===== src/rtl/mux_scan_serializer.sv =====
// Parallel-to-serial sequencer for an external combinational 8:1 bit mux.
// Latency: word accepted at edge E -> first serial bit registered at E+BIT_PERIOD, last at E+8*BIT_PERIOD.
// Backpressure: in_ready only in IDLE or on the final-bit tick, so back-to-back words stream gap-free.
module mux_scan_serializer #(
  parameter int BIT_PERIOD = 1,
  parameter int MSB_FIRST  = 0
) (
  input  logic       clk,
  input  logic       rst,
  input  logic [7:0] in_data,
  input  logic       in_valid,
  output logic       in_ready,
  output logic [7:0] mux_data,
  output logic [2:0] mux_sel,
  input  logic       mux_bit,
  output logic       ser_bit,
  output logic       ser_valid,
  output logic       ser_last,
  output logic       busy
);

  // Bit-period counter is at least one bit wide even when BIT_PERIOD is 1.
  localparam int DIV_W = (BIT_PERIOD > 1) ? $clog2(BIT_PERIOD) : 1;
  localparam logic [DIV_W-1:0] DIV_LAST  = DIV_W'(BIT_PERIOD - 1);
  localparam logic [2:0]       SEL_START = (MSB_FIRST != 0) ? 3'd7 : 3'd0;
  localparam logic [2:0]       SEL_END   = (MSB_FIRST != 0) ? 3'd0 : 3'd7;

  typedef enum logic {
    IDLE  = 1'b0,
    SHIFT = 1'b1
  } state_t;

  state_t           r_state;
  logic [DIV_W-1:0] r_div;
  logic [7:0]       r_mux_data;
  logic [2:0]       r_mux_sel;
  logic             r_ser_bit;
  logic             r_ser_valid;
  logic             r_ser_last;

  logic       w_tick;
  logic       w_at_end;
  logic       w_accept;
  logic [2:0] w_sel_next;

  // End of a select dwell: the mux output is sampled on this edge.
  assign w_tick     = (r_state == SHIFT) && (r_div == DIV_LAST);
  assign w_at_end   = (r_mux_sel == SEL_END);
  // Ready while idle, or on the final tick so the next word reloads with no gap.
  assign in_ready   = (r_state == IDLE) || (w_tick && w_at_end);
  assign w_accept   = in_valid && in_ready;
  assign w_sel_next = (MSB_FIRST != 0) ? (r_mux_sel - 3'd1) : (r_mux_sel + 3'd1);

  // Sequencer: load a word, dwell BIT_PERIOD cycles per select, sample, step, finish or reload.
  always_ff @(posedge clk or posedge rst) begin
    if (rst) begin
      r_state     <= IDLE;
      r_div       <= '0;
      r_mux_data  <= 8'd0;
      r_mux_sel   <= 3'd0;
      r_ser_bit   <= 1'b0;
      r_ser_valid <= 1'b0;
      r_ser_last  <= 1'b0;
    end else begin
      // Valid/last are single-cycle pulses; they are only raised on a tick.
      r_ser_valid <= 1'b0;
      r_ser_last  <= 1'b0;
      case (r_state)
        IDLE: begin
          if (w_accept) begin
            r_mux_data <= in_data;
            r_mux_sel  <= SEL_START;
            r_div      <= '0;
            r_state    <= SHIFT;
          end
        end
        SHIFT: begin
          if (!w_tick) begin
            r_div <= r_div + DIV_W'(1);
          end else begin
            r_ser_bit   <= mux_bit;
            r_ser_valid <= 1'b1;
            r_ser_last  <= w_at_end;
            r_div       <= '0;
            if (!w_at_end) begin
              r_mux_sel <= w_sel_next;
            end else if (w_accept) begin
              // Back-to-back: the next word replaces the step off the end.
              r_mux_data <= in_data;
              r_mux_sel  <= SEL_START;
            end else begin
              r_state <= IDLE;
            end
          end
        end
        default: begin
          r_state <= IDLE;
        end
      endcase
    end
  end

  assign mux_data  = r_mux_data;
  assign mux_sel   = r_mux_sel;
  assign ser_bit   = r_ser_bit;
  assign ser_valid = r_ser_valid;
  assign ser_last  = r_ser_last;
  assign busy      = (r_state == SHIFT);

endmodule


===== config.mk =====
export PLATFORM = sky130hd
export DESIGN_NAME = mux_scan_serializer
export DESIGN_NICKNAME = d
export VERILOG_FILES = /design/src/rtl/mux_scan_serializer.sv
export SDC_FILE = /design/constraint.sdc
export NUM_CORES = 1
export LEC_CHECK = 0
export CELL_PAD_IN_SITES_DETAIL_PLACEMENT = 1
export CELL_PAD_IN_SITES_GLOBAL_PLACEMENT = 2
export CORE_MARGIN = 2
export CORE_UTILIZATION = 25
export DETAILED_ROUTE_END_ITERATION = 10
export PLACE_DENSITY = 0.75
export SETUP_SLACK_MARGIN = 0.1
export SYNTH_ARGS = -nofsm -noshare
export SYNTH_HDL_FRONTEND = slang
export SYNTH_SLANG_ARGS = --single-unit

===== constraint.sdc =====
create_clock -name clk -period 2.1 [get_ports clk]
set_input_delay 0.42 -clock clk [delete_from_list [all_inputs] [get_ports clk]]
set_output_delay 0.42 -clock clk [all_outputs]
set_load 0.01 [all_outputs]

==> results.toml <==
[status]
status = "completed"

[min_path]
min-delay-path-class = "primary input to asynchronous set/reset pin"

[grt]
grt_use_total_pct = 10.05
grt_pass1_vias = 472
grt-ovfl-total = 0
grt_first_pass_wirelength_mm = 2.132
antenna_found_initial = 0
grt_max_degree = 17

[routing]
dr.pass1.iters = 2
wl_per_cell_um = 12.41
postRouteWirelength_mm = 1.291
drtIter0Drc = 3
viasPerCell = 4.346
drc_errors = 0
num_vias = 452
antenna_left = 0

[synthesis]
synth_top_area_cell = "dfrtp_1"
synth-edff-count = 0
synth_nets = 56
synthTopCellsByCount = "dfrtp_1, mux2_2"
ys_seq_area_share_pct = 62.14
syn_inst = 42
netlist_area_um2 = 644.4
yosys-top-cells-area = "dfrtp_1, mux2_2, ha_1, a21boi_4, a22o_1"
ys_types = 14
synth_top_cell_area_share_pct = 62.14
ys_async_sr_fraction_pct = 100.0
synth_seq_cells = 16
yosysWarningCount = 0
synth.most_common_cell = "dfrtp_1"
synth_flop_cell = "dfrtp_1"
synth_area_per_cell_um2 = 15.34

[clock_tree]
cts_buffers = 3
cts_tree = "built"
cts_buffer_depth = 2
htree_levels = 1
clk-insertion-delay-late_ps = 280
cts-root-buf = "clkbuf_4"
cts_sinks = 16
clk_pin_slew_worst_paths_ps = 90

[place]
gp_congestion = 0.6055
dpl_worst_slack_ps = 207.2
hpwl_um = 963.8
io_buffers = 27

[final_layout]
fillers = 269
area_growth_pct = 53.98
layout-drive-gt1-share_pct = 24.32
antenna_cells = 0
final_nets = 90

[setup_path]
crit_path_max_fanout = 3
worst-path-buf-inv = 1
crit_required_ps = 1680
critical_path.top_delay_family = "flip-flops"
cp_num_cells = 5
r2r_cells = 5
r2r-start = "mux_sel[0]$_DFFE_PP0N_"
crit_path_cell_trace = "ha_1 > ha_2 > nand2b_4 > nand2_1 > clkdlybuf4s15_1"
crit_start = "mux_sel[0]$_DFFE_PP0N_"
crit_path_end_kind = "output port"
slowest_stage = "dfrtp_1"
worstPathArrival_ps = 1470
max_stage_delay_ps = 400
start_kind = "register"
crit_type = "register to output port"

[timing]
setup_tns_ps = 0
finalClockSkew_ps = 5.467
worstMarginPinSlew_ps = 618.3
rsz0062_at_grt = "no"
fmax_mhz = 528.1
layout_min_cycle_time_ps = 1894
setup_ws_ps = 206.5
final_max_slew_viol_count = 0
hold_viol_final = 0
post-route-period-util_pct = 90.17
setup_viol = 0
slew_headroom_pct = 58.74

[pwr]
cellPowerDensity_mw_per_mm2 = 1359
leakagePower_uw = 0.0004122
ir_drop_mv = 0.7407

[die]
floorplan.die_area_mm2 = 0.003000
die_h_um = 54.77
die_w_um = 54.77
start_util_pct = 26.25
io_pins = 28
num_rows = 18
core_mm2 = 0.002455

[job]
max_cap_viol_count = 0
==> through the flow <==
stage               cell area [um^2]  hold slack (ps)  instances  power, uW  utilization [%]
finish                         992.2            502.2        104       1348            40.42
global route                   992.2            533.6        104       1441            40.42
CTS                            988.4            517.6        104       1363            40.27
detailed placement             952.2            497.8         99       1181            38.79
global placement               952.2            491.4         99       1165            38.79
floorplan                      644.4            333.7         42      828.7                -
==> power by group <==
group,internal (uW),leakage [uW],switching [uW]
sequential,438,0.000189,72.1
combinational,435,0.000210,245
clock,66.5,0.0000138,92.4
total,939,0.000412,409
==> layout by cell type (no fill, tap or decap) <==
cell type	n
clkbuf_4	3
and2b_1	1
clkdlybuf4s50_1	26
inv_1	1
clkdlybuf4s15_1	1
nand2b_4	1
nand2b_1	1
buf_4	2
ha_2	1
a21boi_4	1
dfrtp_1	16
o21ai_0	1
nor2b_1	2
nor3b_1	1
mux2_2	10
and2_1	1
ha_1	1
a22o_1	2
nand2_1	2
==> flip-flops by register name (all words and copies together) (netlist names) <==
signal / flops
busy: 1
mux_data: 8
mux_sel: 3
r_div: 1
ser_bit: 1
ser_last: 1
ser_valid: 1
==> metal layers <==
| layer | global-route usage (%) | wire [um] | vias to the layer above |
|---|---|---|---|
| li1 | - | - | 209 |
| met1 | 12.82 | 573 | 229 |
| met2 | 15.87 | 640 | 12 |
| met3 | 2.186 | 71 | 2 |
| met4 | 5.000 | 5 | 0 |
| met5 | 0 | 0 | - |
==> cell type report <==
type | instances | area (um^2) | share of cell area, %
multi-input cells | 25 | 242.7 | 24.46
flip-flops and latches | 16 | 400.4 | 40.35
clock buffers | 3 | 22.52 | 2.270
repair buffers | 29 | 285.3 | 28.75
well taps | 30 | 37.54 | 3.783
inverters | 1 | 3.754 | 0.3783
==> final timing paths <==
kind / slack (ps) / end
setup / recovery: 210 / in_ready
hold / removal: 500 / mux_sel[0]$_DFFE_PP0N_
setup reg to reg: 510 / mux_data[6]$_DFFE_PP0P_
hold reg to reg: 510 / mux_data[3]$_DFFE_PP0P_
max in group asynchronous: 1190 / mux_data[7]$_DFFE_PP0P_
min in group clk: 510 / mux_data[3]$_DFFE_PP0P_
==> cell families (layout without fill, tap and decap cells) <==
family	after synthesis	count (layout)	synth area share (%)
flip-flops	16	16	62.14
multiplexers	10	10	17.48
AND/OR/NAND/NOR	9	9	9.516
AO/OA/AOI/OAI	4	4	6.408
adder cells (fa/ha/maj)	2	2	3.883
buffers and inverters	1	33	0.5820
==> timing repair <==
action	CTS	global route
gates resized for setup	1	2
hold endpoints to repair	0	0
hold buffers	0	0
setup buffers	2	0
gates cloned	0	0
endpoints found under the setup margin	1	1
pin swaps	0	0
==> worst reg2reg max path: cells and delay by family, from the launching register on <==
family | cells | cell delay [ps]
simple gates | 1 | 70
mux | 1 | 370
flops | 1 | 370
fa+ha+maj | 2 | 370
compound gates | 1 | 300
Power figures use the tool's default switching activity.
